==> src/rtl/mem_wb_pkg.sv <==
// Shared types and sizing helpers for the MEM->WB stage register.
package mem_wb_pkg;

    typedef enum logic [1:0] {
        ST_EMPTY = 2'd0,
        ST_FULL  = 2'd1,
        ST_SKID  = 2'd2
    } pipe_state_t;

    // Payload = {wb_en, mem_r_en, ld_data, alu_res, dest}
    function automatic int unsigned payload_w(input int unsigned data_w,
                                              input int unsigned reg_aw);
        return 2 + 2 * data_w + reg_aw;
    endfunction

endpackage

==> src/rtl/pipe_skid_reg.sv <==
// Generic valid/ready pipeline register with optional 2-entry skid buffer and flush.
module pipe_skid_reg
    import mem_wb_pkg::*;
#(
    parameter int unsigned PAYLOAD_W = 20,
    parameter bit          SKID      = 1'b1
) (
    input  logic                 clk,
    input  logic                 rst,
    input  logic                 flush,
    input  logic                 in_valid,
    output logic                 in_ready,
    input  logic [PAYLOAD_W-1:0] in_data,
    output logic                 out_valid,
    input  logic                 out_ready,
    output logic [PAYLOAD_W-1:0] out_data
);

    pipe_state_t          state_q, state_d;
    logic [PAYLOAD_W-1:0] main_q, skid_q;
    logic                 accept, emit;
    logic                 load_main, load_skid, main_from_skid;

    assign out_valid = (state_q != ST_EMPTY);
    // With the skid buffer in_ready is a pure flop decode; without it, WB readiness passes straight through.
    assign in_ready  = SKID ? (state_q != ST_SKID) : (!out_valid || out_ready);
    assign accept    = in_valid && in_ready;
    assign emit      = out_valid && out_ready;
    assign out_data  = main_q;

    always_comb begin
        state_d        = state_q;
        load_main      = 1'b0;
        load_skid      = 1'b0;
        main_from_skid = 1'b0;
        if (flush) begin
            state_d = ST_EMPTY;
        end else begin
            unique case (state_q)
                ST_EMPTY: begin
                    if (accept) begin
                        state_d   = ST_FULL;
                        load_main = 1'b1;
                    end
                end
                ST_FULL: begin
                    if (accept && !emit && SKID) begin
                        state_d   = ST_SKID;
                        load_skid = 1'b1;
                    end else if (accept) begin
                        load_main = 1'b1;
                    end else if (emit) begin
                        state_d = ST_EMPTY;
                    end
                end
                ST_SKID: begin
                    if (emit) begin
                        state_d        = ST_FULL;
                        load_main      = 1'b1;
                        main_from_skid = 1'b1;
                    end
                end
                default: state_d = ST_EMPTY;
            endcase
        end
    end

    always_ff @(posedge clk or posedge rst) begin
        if (rst) begin
            state_q <= ST_EMPTY;
            main_q  <= '0;
            skid_q  <= '0;
        end else begin
            state_q <= state_d;
            if (load_main) main_q <= main_from_skid ? skid_q : in_data;
            if (load_skid) skid_q <= in_data;
        end
    end

endmodule

==> src/rtl/mem_wb_pipe_reg.sv <==
// MEM->WB pipeline register: packs the MEM beat, holds it with handshake, selects write-back data.
module mem_wb_pipe_reg
    import mem_wb_pkg::*;
#(
    parameter int unsigned DATA_W = 8,
    parameter int unsigned REG_AW = 2,
    parameter bit          SKID   = 1'b1
) (
    input  logic              clk,
    input  logic              rst,
    input  logic              flush,
    input  logic              in_valid,
    output logic              in_ready,
    input  logic              in_wb_en,
    input  logic              in_mem_r_en,
    input  logic [DATA_W-1:0] in_ld_data,
    input  logic [DATA_W-1:0] in_alu_res,
    input  logic [REG_AW-1:0] in_dest,
    output logic              out_valid,
    input  logic              out_ready,
    output logic              out_wb_en,
    output logic [REG_AW-1:0] out_dest,
    output logic [DATA_W-1:0] out_wb_data,
    output logic              fwd_valid
);

    localparam int unsigned PAYLOAD_W = payload_w(DATA_W, REG_AW);

    logic [PAYLOAD_W-1:0] in_payload, held;
    logic                 held_wb_en, held_mem_r_en;
    logic [DATA_W-1:0]    held_ld_data, held_alu_res;
    logic [REG_AW-1:0]    held_dest;

    assign in_payload = {in_wb_en, in_mem_r_en, in_ld_data, in_alu_res, in_dest};

    pipe_skid_reg #(
        .PAYLOAD_W (PAYLOAD_W),
        .SKID      (SKID)
    ) u_pipe (
        .clk       (clk),
        .rst       (rst),
        .flush     (flush),
        .in_valid  (in_valid),
        .in_ready  (in_ready),
        .in_data   (in_payload),
        .out_valid (out_valid),
        .out_ready (out_ready),
        .out_data  (held)
    );

    assign {held_wb_en, held_mem_r_en, held_ld_data, held_alu_res, held_dest} = held;

    // Payload flops are not cleared by flush, so every output is qualified by out_valid.
    assign out_wb_en   = out_valid && held_wb_en;
    assign fwd_valid   = out_wb_en;
    assign out_dest    = out_valid ? held_dest : '0;
    assign out_wb_data = out_valid ? (held_mem_r_en ? held_ld_data : held_alu_res) : '0;

endmodule

==> config.mk <==
export PLATFORM = sky130hd
export DESIGN_NAME = mem_wb_pipe_reg
export DESIGN_NICKNAME = d
export VERILOG_FILES = /design/src/rtl/mem_wb_pkg.sv /design/src/rtl/pipe_skid_reg.sv /design/src/rtl/mem_wb_pipe_reg.sv
export SDC_FILE = /design/constraint.sdc
export NUM_CORES = 1
export LEC_CHECK = 0
export CAP_MARGIN = 20
export CORE_AREA = 5 5 79 81
export CTS_CLUSTER_SIZE = 30
export DETAILED_ROUTE_END_ITERATION = 7
export DIE_AREA = 0 0 84 86
export PLACE_DENSITY = 0.66
export SLEW_MARGIN = 15
export SYNTH_ARGS = -nofsm -noshare
export SYNTH_HDL_FRONTEND = slang
export SYNTH_SLANG_ARGS = --single-unit
==> constraint.sdc <==
create_clock -name clk -period 1.55 [get_ports clk]
set_input_delay 0.31 -clock clk [delete_from_list [all_inputs] [get_ports clk]]
set_output_delay 0.31 -clock clk [all_outputs]
set_load 0.02 [all_outputs]
==> summary.md <==
| Metric | Value |
|---|---|
| Crit path launch type | `flop` |
| TNS Setup | `-5.45 ns` |
| Worst stage delay on the critical path | `0.50 ns` |
| Clk_lat worst skew | `0.28 ns` |
| Netlist area before placement | `2110 um^2` |
| Largest net degree at the start of global routing | `43` |
| WL final | `4700 um` |
| Max transition margin | `0.845` |
| Hold buffer count at cts | `0` |
| CP endpoint kind | `flop` |
| Cell count after synthesis | `146` |
| Hpwl dp | `3120 um` |
| Vias in the first global route | `1557` |
| Initial Util | `0.390` |
| Period utilization | `1.09` |
| Syn_area_per_cell | `14.4 um^2` |
| Antenna viol nets, final | `0` |
| Worst-margin pin slew | `0.232 ns` |
| CTS root buffer | `clkbuf_8` |
| Asr flop ratio synth | `1.00` |
| Multi-input gate area in the final layout | `1140 um^2` |
| FILL cells | `454` |
| Hold_ws | `0.379 ns` |
| Hold Vio Cnt, Final | `0` |
| Slowest cell on crit path | `or4b_4` |
| Area grow syn2layout | `43.9%` |
| Syn Nets | `171` |
| Worst path buffer plus inverter count | `1` |
| PortBufs | `38` |
| Min setup slack post-route | `-0.144 ns` |
| Sequential fraction of the synthesis area | `0.499` |
| TritonCTS clock tree | `done` |
| Primary FF master, synth | `dfrtp_1` |
| WP depth | `4` |
| Clock sinks | `42` |
| First-pass GRT wire length | `7630 um` |
| Avg WL per Cell | `17.1 um` |
| Cell type group with the largest total delay on the critical path | `simple AND/OR/NAND/NOR gates` |
| Post-synth top area share | `0.499` |
| Initial drt markers | `13` |
| Worst clock skew | `0.00600 ns` |
| Tot Pwr | `3.39 mW` |
| Failing checks | `setup timing` |
| Maxcap violations | `0` |
| Power per cell area | `1120 nW/um^2` |
| Final estimated routing congestion in global placement | `0.826` |
| RSZ-0062 raised after global routing | `true` |
| Max IR drop VDD | `0.000618 V` |
| Via/cell ratio | `4.82` |
| Final nets | `228` |
| Tmin final | `1.69 ns` |
| Reg clk slew, reported paths | `0.08 ns` |
| Worst path required time | `1.72 ns` |
| Die W | `84 um` |
| Die Span Y | `86 um` |
| Worst r2r path cells | `4` |
| Initial antenna violation count | `0` |
| Cts bufs inserted | `5` |
| Post-synth EDFFs | `0` |
| Sequential cell area | `1050 um^2` |
| Post-route DRC | `0` |
| Count leader, synth | `dfrtp_1` |
| Pleak | `1.45 nW` |
| Synth top cells by count | `dfrtp_1 (42), mux2_2 (41), mux2_4 (19), nor2_1 (12), mux2i_1 (9)` |
| CTS max path bufs | `2` |
| WP data arrival | `1.87 ns` |
| Number of primary I/O pins | `39` |
| Min-delay worst type | `input pin to asynchronous set/reset pin` |
| CP Max Fanout | `21` |
| Core ar. | `5410 um^2` |
| Total GRT Usage | `0.131` |
| Ratio of cells with drive above 1 in the final layout | `0.562` |
| GRT overflow | `0` |
| ANT cells | `0` |
| CP Class | `flop to flop` |
| DR vias | `1326` |
| Cell Chain, Critical Path | `nand2b_4 -> or4b_4 -> buf_12 -> mux2_4` |
| Max-slew violations | `0` |
| Yosys reg bits | `42` |
| # setup viols final | `53` |
| Top cells by area, synth | `dfrtp_1 (50%), mux2_2 (22%), mux2_4 (14%)` |
| Synth Warn # | `0` |
| Biggest area consumer among synthesized cells | `dfrtp_1` |
| FP Rows | `27` |
| H-tree depth | `2` |
| DIE AREA | `7220 um^2` |
| Synth unique cells | `19` |
| Status | `complete, but fails checks` |
| Drt pass-1 iters | `4` |
| Fmax | `0.590 GHz` |
[area by class of cell]
type | count | share of cell area
inverters | 2 | 0.00248
well taps | 72 | 0.0297
clock buffers | 6 | 0.0272
repair buffers | 59 | 0.208
multi-input cells | 93 | 0.376
clock inverters | 1 | 0.00990
flip-flops and latches | 42 | 0.347
[final timing paths]
path | startpoint | to | slack [ns]
max | u_pipe.state_q[1]$_DFFE_PP0P_ | u_pipe.skid_q[2]$_DFFE_PP0P_ | -0.14
min | rst | u_pipe.skid_q[8]$_DFFE_PP0P_ | 0.38
max reg2reg | u_pipe.state_q[1]$_DFFE_PP0P_ | u_pipe.skid_q[2]$_DFFE_PP0P_ | -0.14
min reg2reg | u_pipe.out_data[19]$_DFFE_PP0P_ | u_pipe.out_data[19]$_DFFE_PP0P_ | 0.51
max in group asynchronous | rst | u_pipe.state_q[0]$_DFFE_PP0P_ | 0.95
min in group clk | flush | u_pipe.state_q[1]$_DFFE_PP0P_ | 0.43
[what timing repair did]
action | in CTS | in global routing
buffers inserted | 2 | 2
resized for setup | 78 | 26
setup endpoints to repair | 54 | 53
pin swaps | 0 | 1
gates cloned | 0 | 2
endpoints found under the hold margin | 0 | 0
[cell families after synthesis]
| group | count (synthesis) | synth area share |
|---|---|---|
| flops | 42 | 0.499 |
| mux | 69 | 0.397 |
| simple gates | 20 | 0.0511 |
| compound gates | 4 | 0.0148 |
| buf+inv | 11 | 0.0380 |
[metal layers]
layer | GRT usage | share of wire | up-vias
met5 | 0 | 0 | -
met4 | 0.0292 | 0.0032 | 0
met3 | 0.0355 | 0.040 | 2
met2 | 0.227 | 0.51 | 29
met1 | 0.165 | 0.45 | 670
li1 | - | - | 625
[where the power goes]
part           internal, mW  switching [mW]  total [mW]
clock                 0.515           0.352       0.868
combinational         0.658           0.347        1.00
sequential             1.36           0.159        1.52
[cell usage in the layout (no fill, tap or decap), types with 2 or more instances in the layout]
| master | instances |
|---|---|
| nand2b_4 | 3 |
| nor2_4 | 2 |
| buf_2 | 5 |
| buf_6 | 10 |
| clkbuf_16 | 2 |
| nor2b_1 | 2 |
| buf_12 | 5 |
| nor2_2 | 2 |
| mux2i_1 | 9 |
| inv_1 | 2 |
| mux2_2 | 11 |
| dlygate4sd2_1 | 3 |
| buf_4 | 12 |
| dfrtp_1 | 40 |
| nor2_1 | 8 |
| clkdlybuf4s50_1 | 21 |
| mux2_4 | 49 |
| dfrtp_2 | 2 |
| clkbuf_8 | 6 |
[registers in the layout, indices dropped and copies added, names as in the netlist]
name,flops
u_pipe.out_data,20
u_pipe.skid_q,20
u_pipe.state_q,2
[worst reg2reg max path: cells and delay by family, from the launching register on]
| kind | cells | cell delay (ns) |
|---|---|---|
| muxes | 1 | 0.32 |
| DFF | 1 | 0.43 |
| and+or+nand+nor | 2 | 0.65 |
| buffers and inverters | 1 | 0.20 |
[metrics by stage]
stage	cell area (um^2)	cells	worst slack, ns	utilization
after floorplan	2180	146	-0.100	-
after CTS	2870	271	-0.163	0.530
final	3030	275	-0.144	0.561
after global routing	3030	275	-0.181	0.561
after detailed placement	2750	262	-0.524	0.509
after global placement	2750	262	-0.481	0.509
(Power assumes the default switching activity.)
